`config.mk`:
```
export PLATFORM = sky130hd
export DESIGN_NAME = postoffice_multichannel_flat
export DESIGN_NICKNAME = d
export VERILOG_FILES = /design/src/rtl/postoffice_multichannel_if.sv /design/src/rtl/postoffice_multichannel.sv /design/src/flat_wrapper.sv
export SDC_FILE = /design/constraint.sdc
export NUM_CORES = 1
export LEC_CHECK = 0
export ABC_AREA = 1
export CAP_MARGIN = 40
export CORE_ASPECT_RATIO = 1.2
export CORE_MARGIN = 3
export CORE_UTILIZATION = 41
export DETAILED_ROUTE_END_ITERATION = 10
export HOLD_SLACK_MARGIN = 0.1
export PLACE_DENSITY = 0.94
export RECOVER_POWER = 100
export SKIP_CTS_REPAIR_TIMING = 1
export SLEW_MARGIN = 5
export SYNTH_ARGS = -nofsm -noshare
export SYNTH_HDL_FRONTEND = slang
export SYNTH_SLANG_ARGS = --single-unit
```
`constraint.sdc`:
```
create_clock -name clk -period 5.3 [get_ports clk]
set_input_delay 1.06 -clock clk [delete_from_list [all_inputs] [get_ports clk]]
set_output_delay 1.06 -clock clk [all_outputs]
set_load 0.02 [all_outputs]
```
`src/rtl/postoffice_multichannel_if.sv`:
```
// Handshake bundle between the send queues, post office, loopback interceptor,
// commit safety unit and writeback arbiter.
interface postoffice_multichannel_if #(
    parameter int unsigned NUM_CHANNELS = 2,
    parameter int unsigned ADDR_W       = 8,
    parameter int unsigned MSG_W        = 32,
    parameter int unsigned REG_W        = 5,
    parameter int unsigned GL_W         = 6,
    parameter int unsigned VAL_W        = 32
);
    logic [NUM_CHANNELS-1:0]             send_queue_postoffice_valid;
    logic [NUM_CHANNELS-1:0]             postoffice_send_queue_ready;
    logic [NUM_CHANNELS-1:0][ADDR_W-1:0] send_queue_postoffice_address;
    logic [NUM_CHANNELS-1:0][MSG_W-1:0]  send_queue_postoffice_message;
    logic [NUM_CHANNELS-1:0][REG_W-1:0]  send_queue_postoffice_register;
    logic [NUM_CHANNELS-1:0][GL_W-1:0]   send_queue_postoffice_gl_index;

    logic                                postoffice_writeback_arbiter_valid;
    logic                                writeback_arbiter_postoffice_acknowledge;
    logic [REG_W-1:0]                    postoffice_writeback_arbiter_register;
    logic [VAL_W-1:0]                    postoffice_writeback_arbiter_value;
    logic [GL_W-1:0]                     postoffice_writeback_arbiter_gl_index;

    logic                                postoffice_loopback_valid;
    logic                                loopback_postoffice_ready;
    logic [ADDR_W-1:0]                   postoffice_loopback_address;
    logic [MSG_W-1:0]                    postoffice_loopback_message;

    logic [GL_W-1:0]                     postoffice_csu_request;
    logic                                csu_postoffice_grant;

    modport master (
        output send_queue_postoffice_valid, send_queue_postoffice_address,
               send_queue_postoffice_message, send_queue_postoffice_register,
               send_queue_postoffice_gl_index, writeback_arbiter_postoffice_acknowledge,
               loopback_postoffice_ready, csu_postoffice_grant,
        input  postoffice_send_queue_ready, postoffice_writeback_arbiter_valid,
               postoffice_writeback_arbiter_register, postoffice_writeback_arbiter_value,
               postoffice_writeback_arbiter_gl_index, postoffice_loopback_valid,
               postoffice_loopback_address, postoffice_loopback_message, postoffice_csu_request
    );

    modport slave (
        input  send_queue_postoffice_valid, send_queue_postoffice_address,
               send_queue_postoffice_message, send_queue_postoffice_register,
               send_queue_postoffice_gl_index, writeback_arbiter_postoffice_acknowledge,
               loopback_postoffice_ready, csu_postoffice_grant,
        output postoffice_send_queue_ready, postoffice_writeback_arbiter_valid,
               postoffice_writeback_arbiter_register, postoffice_writeback_arbiter_value,
               postoffice_writeback_arbiter_gl_index, postoffice_loopback_valid,
               postoffice_loopback_address, postoffice_loopback_message, postoffice_csu_request
    );
endinterface

```
`src/rtl/postoffice_multichannel.sv`:
```
// Multichannel post office: round-robin send arbitration, hart-ID window check,
// loopback issue under CSU grant and a writeback FIFO decoupling acknowledge latency.
module postoffice_multichannel #(
    parameter int unsigned NUM_CHANNELS = 2,
    parameter int unsigned WB_DEPTH     = 4,
    parameter int unsigned MIN_HARTID   = 0,
    parameter int unsigned MAX_HARTID   = 64,
    parameter int unsigned ADDR_W       = 8,
    parameter int unsigned MSG_W        = 32,
    parameter int unsigned REG_W        = 5,
    parameter int unsigned GL_W         = 6,
    parameter int unsigned VAL_W        = 32,
    localparam int unsigned CNT_W       = $clog2(WB_DEPTH + 1)
) (
    input  logic                 clk,
    input  logic                 rst,
    input  logic                 flush,
    postoffice_multichannel_if.slave po,
    output logic [CNT_W-1:0]     postoffice_wb_count
);
    localparam int unsigned CH_W  = (NUM_CHANNELS > 1) ? $clog2(NUM_CHANNELS) : 1;
    localparam int unsigned PTR_W = (WB_DEPTH > 1) ? $clog2(WB_DEPTH) : 1;

    typedef struct packed {
        logic [REG_W-1:0] dst_reg;
        logic             value;
        logic [GL_W-1:0]  gl_index;
    } wb_entry_t;

    logic [CH_W-1:0]  rr_ptr_q, rr_ptr_d, grant_idx, cand;
    logic             grant_valid, dest_ok, wb_alloc_ok, accept, pop;
    logic [31:0]      addr_ext;
    logic [CNT_W-1:0] count_q, count_d;
    logic [PTR_W-1:0] head_q, head_d, tail_q, tail_d;
    wb_entry_t        mem_q [WB_DEPTH];
    wb_entry_t        head_entry;

    function automatic logic [PTR_W-1:0] ptr_inc(input logic [PTR_W-1:0] p);
        return (32'(p) == WB_DEPTH - 1) ? '0 : p + PTR_W'(1);
    endfunction

    // First valid channel at or after rr_ptr, wrapping.
    always_comb begin
        grant_valid = 1'b0;
        grant_idx   = '0;
        cand        = '0;
        for (int unsigned k = 0; k < NUM_CHANNELS; k++) begin
            cand = CH_W'((32'(rr_ptr_q) + k) % NUM_CHANNELS);
            if (!grant_valid && po.send_queue_postoffice_valid[cand]) begin
                grant_valid = 1'b1;
                grant_idx   = cand;
            end
        end
    end

    // Offset compare: addresses below MIN_HARTID wrap to large values and fail.
    assign addr_ext    = 32'(po.send_queue_postoffice_address[grant_idx]);
    assign dest_ok     = (addr_ext - 32'(MIN_HARTID)) <= 32'(MAX_HARTID - MIN_HARTID);
    assign pop         = po.writeback_arbiter_postoffice_acknowledge && (count_q != '0);
    assign wb_alloc_ok = (32'(count_q) < WB_DEPTH) || pop;
    assign accept      = !rst && grant_valid && wb_alloc_ok &&
                         (!dest_ok || (po.loopback_postoffice_ready && po.csu_postoffice_grant));

    always_comb begin
        po.postoffice_send_queue_ready = '0;
        if (accept) po.postoffice_send_queue_ready[grant_idx] = 1'b1;
    end

    assign po.postoffice_loopback_valid   = accept && dest_ok;
    assign po.postoffice_loopback_address = po.send_queue_postoffice_address[grant_idx];
    assign po.postoffice_loopback_message = po.send_queue_postoffice_message[grant_idx];
    assign po.postoffice_csu_request      = po.send_queue_postoffice_gl_index[grant_idx];

    always_comb begin
        count_d  = count_q;
        head_d   = head_q;
        tail_d   = tail_q;
        rr_ptr_d = rr_ptr_q;
        if (flush) begin
            count_d  = '0;
            head_d   = '0;
            tail_d   = '0;
            rr_ptr_d = '0;
        end else begin
            if (accept) tail_d = ptr_inc(tail_q);
            if (pop)    head_d = ptr_inc(head_q);
            if (accept && !pop)      count_d = count_q + CNT_W'(1);
            else if (!accept && pop) count_d = count_q - CNT_W'(1);
            if (accept) begin
                rr_ptr_d = (32'(grant_idx) == NUM_CHANNELS - 1) ? '0 : grant_idx + CH_W'(1);
            end
        end
    end

    always_ff @(posedge clk or posedge rst) begin
        if (rst) begin
            count_q  <= '0;
            head_q   <= '0;
            tail_q   <= '0;
            rr_ptr_q <= '0;
        end else begin
            count_q  <= count_d;
            head_q   <= head_d;
            tail_q   <= tail_d;
            rr_ptr_q <= rr_ptr_d;
        end
    end

    // Entry storage needs no reset; occupancy alone qualifies the head.
    always_ff @(posedge clk) begin
        if (accept && !flush) begin
            mem_q[tail_q] <= '{dst_reg:  po.send_queue_postoffice_register[grant_idx],
                               value:    dest_ok,
                               gl_index: po.send_queue_postoffice_gl_index[grant_idx]};
        end
    end

    assign head_entry                               = mem_q[head_q];
    assign po.postoffice_writeback_arbiter_valid    = !rst && (count_q != '0);
    assign po.postoffice_writeback_arbiter_register = head_entry.dst_reg;
    assign po.postoffice_writeback_arbiter_value    = VAL_W'(head_entry.value);
    assign po.postoffice_writeback_arbiter_gl_index = head_entry.gl_index;
    assign postoffice_wb_count                      = count_q;
endmodule

```
`src/flat_wrapper.sv`:
```
// flat-port wrapper written by rule: the top's interface ports become plain ports
module postoffice_multichannel_flat 
#(
    parameter int unsigned NUM_CHANNELS = 2,
    parameter int unsigned WB_DEPTH     = 4,
    parameter int unsigned MIN_HARTID   = 0,
    parameter int unsigned MAX_HARTID   = 64,
    parameter int unsigned ADDR_W       = 8,
    parameter int unsigned MSG_W        = 32,
    parameter int unsigned REG_W        = 5,
    parameter int unsigned GL_W         = 6,
    parameter int unsigned VAL_W        = 32,
    localparam int unsigned CNT_W       = $clog2(WB_DEPTH + 1)
)
  (clk, rst, flush, postoffice_wb_count, po_send_queue_postoffice_valid, po_send_queue_postoffice_address, po_send_queue_postoffice_message, po_send_queue_postoffice_register, po_send_queue_postoffice_gl_index, po_writeback_arbiter_postoffice_acknowledge, po_loopback_postoffice_ready, po_csu_postoffice_grant, po_postoffice_send_queue_ready, po_postoffice_writeback_arbiter_valid, po_postoffice_writeback_arbiter_register, po_postoffice_writeback_arbiter_value, po_postoffice_writeback_arbiter_gl_index, po_postoffice_loopback_valid, po_postoffice_loopback_address, po_postoffice_loopback_message, po_postoffice_csu_request);
  postoffice_multichannel_if #(.NUM_CHANNELS(NUM_CHANNELS), .ADDR_W(ADDR_W), .MSG_W(MSG_W), .REG_W(REG_W), .GL_W(GL_W), .VAL_W(VAL_W)) po_i ();
  input  logic clk;
  input  logic rst;
  input  logic flush;
  output logic [CNT_W-1:0] postoffice_wb_count;
  input wire logic [$bits(po_i.send_queue_postoffice_valid)-1:0] po_send_queue_postoffice_valid;
  input wire logic [$bits(po_i.send_queue_postoffice_address)-1:0] po_send_queue_postoffice_address;
  input wire logic [$bits(po_i.send_queue_postoffice_message)-1:0] po_send_queue_postoffice_message;
  input wire logic [$bits(po_i.send_queue_postoffice_register)-1:0] po_send_queue_postoffice_register;
  input wire logic [$bits(po_i.send_queue_postoffice_gl_index)-1:0] po_send_queue_postoffice_gl_index;
  input wire logic [$bits(po_i.writeback_arbiter_postoffice_acknowledge)-1:0] po_writeback_arbiter_postoffice_acknowledge;
  input wire logic [$bits(po_i.loopback_postoffice_ready)-1:0] po_loopback_postoffice_ready;
  input wire logic [$bits(po_i.csu_postoffice_grant)-1:0] po_csu_postoffice_grant;
  output wire logic [$bits(po_i.postoffice_send_queue_ready)-1:0] po_postoffice_send_queue_ready;
  output wire logic [$bits(po_i.postoffice_writeback_arbiter_valid)-1:0] po_postoffice_writeback_arbiter_valid;
  output wire logic [$bits(po_i.postoffice_writeback_arbiter_register)-1:0] po_postoffice_writeback_arbiter_register;
  output wire logic [$bits(po_i.postoffice_writeback_arbiter_value)-1:0] po_postoffice_writeback_arbiter_value;
  output wire logic [$bits(po_i.postoffice_writeback_arbiter_gl_index)-1:0] po_postoffice_writeback_arbiter_gl_index;
  output wire logic [$bits(po_i.postoffice_loopback_valid)-1:0] po_postoffice_loopback_valid;
  output wire logic [$bits(po_i.postoffice_loopback_address)-1:0] po_postoffice_loopback_address;
  output wire logic [$bits(po_i.postoffice_loopback_message)-1:0] po_postoffice_loopback_message;
  output wire logic [$bits(po_i.postoffice_csu_request)-1:0] po_postoffice_csu_request;
  assign po_i.send_queue_postoffice_valid = po_send_queue_postoffice_valid;
  assign po_i.send_queue_postoffice_address = po_send_queue_postoffice_address;
  assign po_i.send_queue_postoffice_message = po_send_queue_postoffice_message;
  assign po_i.send_queue_postoffice_register = po_send_queue_postoffice_register;
  assign po_i.send_queue_postoffice_gl_index = po_send_queue_postoffice_gl_index;
  assign po_i.writeback_arbiter_postoffice_acknowledge = po_writeback_arbiter_postoffice_acknowledge;
  assign po_i.loopback_postoffice_ready = po_loopback_postoffice_ready;
  assign po_i.csu_postoffice_grant = po_csu_postoffice_grant;
  assign po_postoffice_send_queue_ready = po_i.postoffice_send_queue_ready;
  assign po_postoffice_writeback_arbiter_valid = po_i.postoffice_writeback_arbiter_valid;
  assign po_postoffice_writeback_arbiter_register = po_i.postoffice_writeback_arbiter_register;
  assign po_postoffice_writeback_arbiter_value = po_i.postoffice_writeback_arbiter_value;
  assign po_postoffice_writeback_arbiter_gl_index = po_i.postoffice_writeback_arbiter_gl_index;
  assign po_postoffice_loopback_valid = po_i.postoffice_loopback_valid;
  assign po_postoffice_loopback_address = po_i.postoffice_loopback_address;
  assign po_postoffice_loopback_message = po_i.postoffice_loopback_message;
  assign po_postoffice_csu_request = po_i.postoffice_csu_request;
  postoffice_multichannel #(.NUM_CHANNELS(NUM_CHANNELS), .WB_DEPTH(WB_DEPTH), .MIN_HARTID(MIN_HARTID), .MAX_HARTID(MAX_HARTID), .ADDR_W(ADDR_W), .MSG_W(MSG_W), .REG_W(REG_W), .GL_W(GL_W), .VAL_W(VAL_W)) u_core (.clk(clk), .rst(rst), .flush(flush), .po(po_i), .postoffice_wb_count(postoffice_wb_count));
endmodule
```
# Word-level counts from Yosys, hierarchy flattened
# Memory sizes are Yosys's and may differ from the RTL's.
# Index checks and enable logic that the tools add are counted.
# word_totals
ram_bits	48
in_bits	110
regBits	8
elab_cells	76
memories	1
out_inout_bits	96
# mem_list
memory	depth	width	read_ports	rd_clocked_by_memory_dff	write_ports	line	rtl
u_core.mem_q	4	12	1	0	1	postoffice_multichannel.sv:35	wb_entry_t mem_q [WB_DEPTH];
# op_classes
n_reduce_logical	24
mux	33
n_addsub	6
n_lt_le_gt_ge	6
eq_ne	2
# ops
cell	n
32-bit two-way mux	2
8-bit two-way mux	2
1-bit two-way mux	14
2-bit two-way mux	7
1-bit logical AND	12
6-bit two-way mux	2
5-bit two-way mux	2
3-bit two-way mux	3
8-bit by 7-bit <= comparator with 1-bit output, second input constant	1
1-bit zero test	6
1-bit by 2-bit less-than comparator with 1-bit output, second input constant	3
3-bit nonzero test	2
2-bit by 1-bit adder with 2-bit output, second input constant	2
2-bit equality test, second input constant	2
2-bit nonzero test	2
3-bit by 1-bit adder with 3-bit output, second input constant	1
3-bit less-than comparator, second input constant	1
3-bit by 1-bit subtractor with 3-bit output, second input constant	1
1-bit adder, second input constant	2
1-bit logical OR	2
1-bit demux with 1-bit select	1
1-bit >= comparator, second input constant	1

# Depth between registers and ports, before layout
# logic_depth
ltp_word	17
depth_mapped	17
depth_no_buf	16

# Worst setup path before layout
# OpenSTA, ideal clock, no wires.
# synth_path
path_kind	input -> output
startpoint	input po_send_queue_postoffice_valid[0]
endpoint	output po_postoffice_send_queue_ready[0]
path_slack_ns	1.943
arrival_time_ns	2.297
t_required_ns	4.240
n_path_buf	0
path_stages	11
path_cell_list	nand2_4 nand2_4 nand2_1 nand2_1 nand2_1 nor2_1 nand2_1 nand2_2 nand2_4 nand2_4 a21oi_1
# synth_via
elab_chain_len	13
elab_cells_between_ends	24
classes_between	order compare (3); mux (13); reduce/logical (8)
# synth_rtl
item	line	rtl
from (decl)	flat_wrapper.sv:21	input wire logic [$bits(po_i.send_queue_postoffice_valid)-1:0] po_send_queue_postoffice_valid;
1-bit two-way mux (implied by the code) (2 in series)	postoffice_multichannel.sv:49	if (!grant_valid && po.send_queue_postoffice_valid[cand]) begin
1-bit two-way mux	postoffice_multichannel.sv:49	
1-bit zero test	postoffice_multichannel.sv:49	
1-bit logical AND	postoffice_multichannel.sv:49	
1-bit two-way mux *	postoffice_multichannel.sv:49	
8-bit two-way mux * (2 in series)	n/a	
via po_postoffice_loopback_address[6]	flat_wrapper.sv:35	output wire logic [$bits(po_i.postoffice_loopback_address)-1:0] po_postoffice_loopback_address;
8-bit by 7-bit <= comparator with 1-bit output *	postoffice_multichannel.sv:58	assign dest_ok = (addr_ext - 32'(MIN_HARTID)) <= 32'(MAX_HARTID - MIN_HARTID);
via u_core.dest_ok	postoffice_multichannel.sv:31	logic grant_valid, dest_ok, wb_alloc_ok, accept, pop;
1-bit zero test *	postoffice_multichannel.sv:62	(!dest_ok || (po.loopback_postoffice_ready && po.csu_postoffice_grant));
1-bit logical OR *	postoffice_multichannel.sv:62	
1-bit logical AND *	postoffice_multichannel.sv:61	assign accept = !rst && grant_valid && wb_alloc_ok &&
2-bit two-way mux *	postoffice_multichannel.sv:66	if (accept) po.postoffice_send_queue_ready[grant_idx] = 1'b1;
to (decl)	flat_wrapper.sv:29	output wire logic [$bits(po_i.postoffice_send_queue_ready)-1:0] po_postoffice_send_queue_ready;
# Mark *: on every way through the listed nets, which the timed path passes. The rest lies on a longest branch. The select of a mux whose other input is x is not followed.

# Worst setup path in the final report
# layout_path
startpoint	input po_send_queue_postoffice_valid[1]
endpoint	output po_postoffice_send_queue_ready[0]
# layout_via
elab_chain_len	13
elab_cells_between_ends	24
classes_between	order compare (3); mux (13); reduce/logical (8)
# layout_rtl
item	line	rtl
1-bit two-way mux (implied by the code) (2 in series)	postoffice_multichannel.sv:49	
1-bit two-way mux	postoffice_multichannel.sv:49	
1-bit zero test	postoffice_multichannel.sv:49	
1-bit logical AND	postoffice_multichannel.sv:49	
1-bit two-way mux *	postoffice_multichannel.sv:49	
8-bit two-way mux (implied by the code) * (2 in series)	postoffice_multichannel.sv:57	assign addr_ext = 32'(po.send_queue_postoffice_address[grant_idx]);
8-bit by 7-bit <= comparator with 1-bit output *	postoffice_multichannel.sv:58	
via u_core.dest_ok	postoffice_multichannel.sv:31	
1-bit zero test *	postoffice_multichannel.sv:62	
1-bit logical OR *	postoffice_multichannel.sv:62	
1-bit logical AND *	postoffice_multichannel.sv:61	
2-bit two-way mux *	postoffice_multichannel.sv:66	
# Marked as above.

==> results.ini <==
[global_routing]
grt_start_max_net_pins=33
grt_pass1_vias=2935
grt_pass1_wl_um=14100
antenna_found_initial=0
grt_overflow_total=0
grt.total_usage=0.197

[setup_path]
endpoint_kind=output pin
cpMaxStageDelayCell=dlygate4sd3_1
required_ns=4.24
rr_worst_depth=15
critPathMaxStageDelay_ns=0.80
worstSetupStartpointType=input pin
cp_cell_sequence=dlygate4sd3_1, nand2_4, nand2_1, nand2_1, nand2_1, nor2_1, nand2_1, nand2_1, nand2_1, nand2_4, a21oi_1, dlygate4sd3_1
crit_type=input pin to output pin
critPathMostFrequentCell=nand2_1
cp_max_fo=21
crit_arrival_ns=3.78

[routing]
top_layer=met4
wl_per_cell_um=15.7
wl_met3_um=567
drt_first_pass_iters=4
wl_met1_um=3610
route.met2.wl_um=4910
drcViolationCount=0
vias=2909
drtIter0Drc=123
avgViaCountPerCell=4.95
ant_nets=0
routed_wl_um=9240

[synth]
synth_area_mm2=0.00336
syn-instance-count=322
yosys_warnings=0
synth.distinct_cells=27
ys_seq_area_frac=0.489
yosys_register_bits=56
syn_area_per_cell_um2=10.4

[placement]
io_buffer_count=174
place_area_mm2=0.00507
place_ws_ns=0.680
hpwl_um=7200
gp_congestion=0.910

[clock_network]
clk_latency_ns=0.30
numClockSinks=56
path_clk_slew_ns=0.10
cts.path.max_buffers=2
cts_tree=done
numCtsBuffers=5
cts_root_buf=clkbuf_8
htreeDepth=2

[final_layout]
synthToLayoutAreaGrowth_pct=52.9
fillCellCount=593
nNetsFinal=611
fin_area_mm2=0.00514
diodes=0
drive_above_1_share=0.105

[sta]
worst_slew_pin_slew_ns=0.831
fmaxAchievable_ghz=0.207
setup_viol=0
hold_viol=0
rsz0062_at_grt=no
skew_ns=0.0110
maxSlewHeadroom=0.446
min_period_over_period=0.913
setup_slack_ns=0.459
period_needed_ns=4.84
tns_ns=0
slew_violations=0

[status]
run_status=finished, final reports clean

[floorplanning]
die_area_mm2=0.00932
core_mm2=0.00784
start_util=0.429
row_count=35
io_pins=206
die_w_um=88.6
dieHeight_um=105

[power]
p_leak_nw=2.08
p_per_area_mw_per_mm2=297
peakVddDrop_uv=198
power.total_mw=1.53

[hold_path]
hold_class=flip-flop to flip-flop
holdPathStages=2

[run]
drv_cap=0

[area by class of cell]
| class | instances | area (µm²) | area share |
|---|---|---|---|
| repair buffers | 180 | 1770 | 0.345 |
| flip-flops and latches | 56 | 1640 | 0.320 |
| multi-input cells | 219 | 1380 | 0.268 |
| inverters | 33 | 124 | 0.0241 |
| well taps | 92 | 115 | 0.0224 |
| clock buffers | 6 | 72.6 | 0.0141 |
| clock inverters | 2 | 35.0 | 0.00682 |
[cell usage after synthesis (all sizes together)]
| cell type | n | area (µm²) |
|---|---|---|
| o22ai | 13 | 81.3 |
| edfxtp | 48 | 1440 |
| o31ai | 1 | 7.51 |
| dfrtp | 8 | 200 |
| nand3 | 9 | 57.6 |
| o21ai | 29 | 145 |
| nand2 | 43 | 214 |
| fa | 1 | 20.0 |
| conb | 1 | 3.75 |
| inv | 33 | 124 |
| clkbuf | 8 | 30.0 |
| ha | 5 | 62.6 |
| nor3 | 1 | 5.00 |
| buf | 36 | 270 |
| a31oi | 1 | 6.26 |
| mux2 | 43 | 484 |
| a21oi | 3 | 30.0 |
| nand3b | 8 | 60.1 |
| nor2 | 31 | 116 |
[sequential cells by signal (all words and copies together), names as in the netlist]
| register | flops |
|---|---|
| u_core.head_q | 2 |
| u_core.rr_ptr_q | 1 |
| u_core.mem_q | 48 |
| u_core.tail_q | 2 |
| u_core.postoffice_wb_count | 3 |
[cell families after synthesis]
family,Yosys count,share of synthesized area
and+or+nand+nor,92,0.135
buffers and inverters,77,0.126
DFF,56,0.489
AOI/OAI and AO/OA,47,0.0805
muxes,43,0.144
adders and majority gates,6,0.0246
other,1,0.00112
[power by group]
part           switching, mW  leakage, nW  internal [mW]
logic                  0.409         1.48          0.311
registers             0.0269        0.541          0.515
clock network          0.126       0.0552          0.140
[per-layer routing]
| metal | vias up | track usage |
|---|---|---|
| li1 | 1379 | - |
| met1 | 1368 | 0.230 |
| met2 | 149 | 0.353 |
| met3 | 13 | 0.0371 |
| met4 | 0 | 0.0637 |
| met5 | - | 0 |
[metrics by stage]
stage | hold WS (ns) | utilization | instances
after floorplan | 0.530 | - | 352
after global placement | 0.557 | 0.647 | 580
after detailed placement | 0.559 | 0.647 | 580
after CTS | 0.576 | 0.661 | 588
after global routing | 0.620 | 0.655 | 588
final | 0.574 | 0.655 | 588
[path summary, 6_finish.rpt]
path                                                   start                           endpoint  slack, ns
max in group asynchronous                                rst                   u_core.head_q[0]       3.85
min in group asynchronous                                rst      u_core.postoffice_wb_count[0]       1.19
hold / removal                               u_core.rr_ptr_q                    u_core.rr_ptr_q       0.57
setup / recovery           po_send_queue_postoffice_valid[1]  po_postoffice_send_queue_ready[0]       0.46
hold reg to reg                              u_core.rr_ptr_q                    u_core.rr_ptr_q       0.57
setup reg to reg                             u_core.rr_ptr_q                 u_core.mem_q[1][9]       2.42
[layout by cell type (no fill, tap or decap), types with 8 or more instances in the layout]
| cell | synthesis | final |
|---|---|---|
| mux2_2 | 43 | 32 |
| nand2_1 | 32 | 35 |
| nor2_1 | 31 | 31 |
| nand3b_1 | 8 | 8 |
| edfxtp_1 | 48 | 48 |
| clkdlybuf4s50_1 | 0 | 106 |
| inv_1 | 31 | 32 |
| dfrtp_1 | 8 | 8 |
| mux2_1 | 0 | 11 |
| conb_1 | 1 | 31 |
| o22ai_1 | 13 | 13 |
| dlygate4sd3_1 | 0 | 68 |
| o21ai_0 | 29 | 29 |
| nand3_1 | 8 | 9 |
[worst max-delay path, delay by kind of cell]
kind	cells	cell delay, ns
buffers and inverters	2	1.51
AND/OR/NAND/NOR	9	1.02
AO/OA/AOI/OAI	1	0.19
Note: power is estimated with default switching activity, not from simulation.
==> variant (same settings) <==
Make the reset (`rst`) synchronous in one clocked block.
--- a/src/rtl/postoffice_multichannel.sv
+++ b/src/rtl/postoffice_multichannel.sv
@@ -92,7 +92,7 @@
         end
     end
 
-    always_ff @(posedge clk or posedge rst) begin
+    always_ff @(posedge clk) begin
         if (rst) begin
             count_q  <= '0;
             head_q   <= '0;
Function: differs if rst is asserted again (counterexample within 4 cycles, from zero or initial values and one cycle with rst high); with rst held inactive, the same outputs for 4 cycles.
==> variant against the unedited design <==
  * Total power down 16%
  * Clock power up 52%
  * Sequential cell count up 2
  * Die area up 0.32%
  * Global-route usage up 1.5 points
  * Setup slack worse by 0.075 ns
  * Core utilization up 1.4 points
  * Non-clock buffer count unchanged
  * Design area up 2.1%
  * Critical path type unchanged
  * Wire length up 7.1%
  * Critical endpoint is now po_postoffice_loopback_valid
  * Synthesized area up 0.34%
  * Combinational power down 50%
  * Largest power group is now sequential cells
==> variant: results (changes against the unedited design) <==
* Status: finished clean
* Post-Synthesis Cells at 413 (+28%)
* Worst-margin pin slew at 0.814 ns (-0.0169 ns)
* First-pass GRT wire length at 15300 microns (+8.4%)
* Via/cell ratio at 4.70 (-4.9%)
* Net count, final at 704 (+15%)
* # placed instances at 668 (+15%)
* H-tree depth at 3 (+1)
* Initial DRC count at 136 (+11%)
* Fillers at 599 (+1.0%)
* Clk root buf: clkbuf_8
* Main area contributors after synthesis: edfxtp_1 (43%), nand2_1 (17%), buf_4 (7.1%), dfxtp_1 (5.9%), o21ai_0 (4.5%)
* Largest net degree at the start of global routing at 53 (+61%)
* Commonest cells post-synth: nand2_1 (152), edfxtp_1 (48), nor2_1 (34), inv_1 (33), buf_4 (32)
* Post-synthesis sequential area ratio at 0.487 (-0.00163)
* Layout cell share with drive strength beyond 1 at 0.0439 (-0.0609)
* Total CTS buffers at 9 (+4)
* Clock Pin Slew Worst Setup and Hold Paths at 0.06 ns (-0.04 ns)
* Gpl congestion at 0.913 (+0.31%)
* Yosys cell types at 25 (-7.4%)
* Post-DP HPWL at 7800 microns (+8.3%)
* LEAKAGE at 2.31 nW (+11%)
* Main flop type after synthesis: edfxtp_1
* Crit Path Max Fanout at 52 (+150%)
* Clock Latency Late Sink at 0.33 ns (+0.03 ns)
* Vias in the first global route at 3151 (+7.4%)
* Arrival @ worst endpoint at 3.86 ns (+0.08 ns)
* WL final at 9890 microns (+7.1%)
* Post-synth ARST share at 0 (-0.143)
-- variant: cell count changes after synthesis, sizes merged, moves of 4 or more --
| cell | change |
|---|---|
| nand2 | +118 |
| dfxtp | +10 |
| mux2 | -43 |
| a21oi | +4 |
| clkbuf | +6 |
| dfrtp | -8 |
-- variant: path summary, 6_finish.rpt --
kind / cells past startpoint / slack (ns) / start / to
hold reg to reg: 1 / 0.51 / u_core.postoffice_wb_count[0]$_SDFFE_PP0P_ / u_core.postoffice_wb_count[0]$_SDFFE_PP0P_
setup / recovery: 14 / 0.38 / po_send_queue_postoffice_valid[1] / po_postoffice_loopback_valid
setup reg to reg: 13 / 2.26 / u_core.rr_ptr_q$_SDFFE_PP0N_ / u_core.mem_q[0][3]$_DFFE_PP_
hold / removal: 1 / 0.51 / u_core.postoffice_wb_count[0]$_SDFFE_PP0P_ / u_core.postoffice_wb_count[0]$_SDFFE_PP0P_
-- variant: worst register-to-register path: cells and delay by family (launching register included) --
kind | cells | cell delay, ns
buffers and inverters | 2 | 0.59
flip-flops | 1 | 0.34
AND/OR/NAND/NOR | 11 | 1.74
-- variant: routing by layer --
metal	track usage	wire (microns)	up-vias	part of all wire
met2	0.389	5510	118	0.56
met1	0.234	3650	1466	0.37
met3	0.0524	547	15	0.055
met4	0.0659	177	0	0.018
li1	-	-	1618	-
met5	0	0	-	0
-- variant: cells by family after synthesis --
logic type	Yosys count	synth area share
AND/OR/NAND/NOR	211	0.265
buffers and inverters	83	0.133
flip-flops	58	0.487
AO/OA/AOI/OAI	53	0.0857
adder cells (fa/ha/maj)	7	0.0282
other	1	0.00111
-- variant: cell type report --
cell class	instances	share of cell area
multi-input combinational	302	0.265
clock buffer	13	0.0303
sequential	58	0.313
inverter	36	0.0258
tap	92	0.0219
clock inverter	3	0.00739
timing repair buffer	180	0.337
-- variant: report_power, final --
part,leakage [nW],internal (mW),switching (mW)
Sequential,0.517,0.509,0.00854
Clock,0.101,0.241,0.164
Combinational,1.69,0.165,0.195
Total,2.31,0.915,0.367
-- variant: through the flow --
stage	utilization	instance area (sq um)	setup slack [ns]	power, mW	hold slack [ns]
finish	0.669	5250	0.384	1.28	0.511
global route	0.669	5250	0.173	1.34	0.533
CTS	0.676	5300	0.529	1.31	0.517
detailed placement	0.650	5100	0.532	0.909	0.504
global placement	0.646	5060	0.650	0.898	0.490
floorplan	-	3480	1.96	0.727	0.472
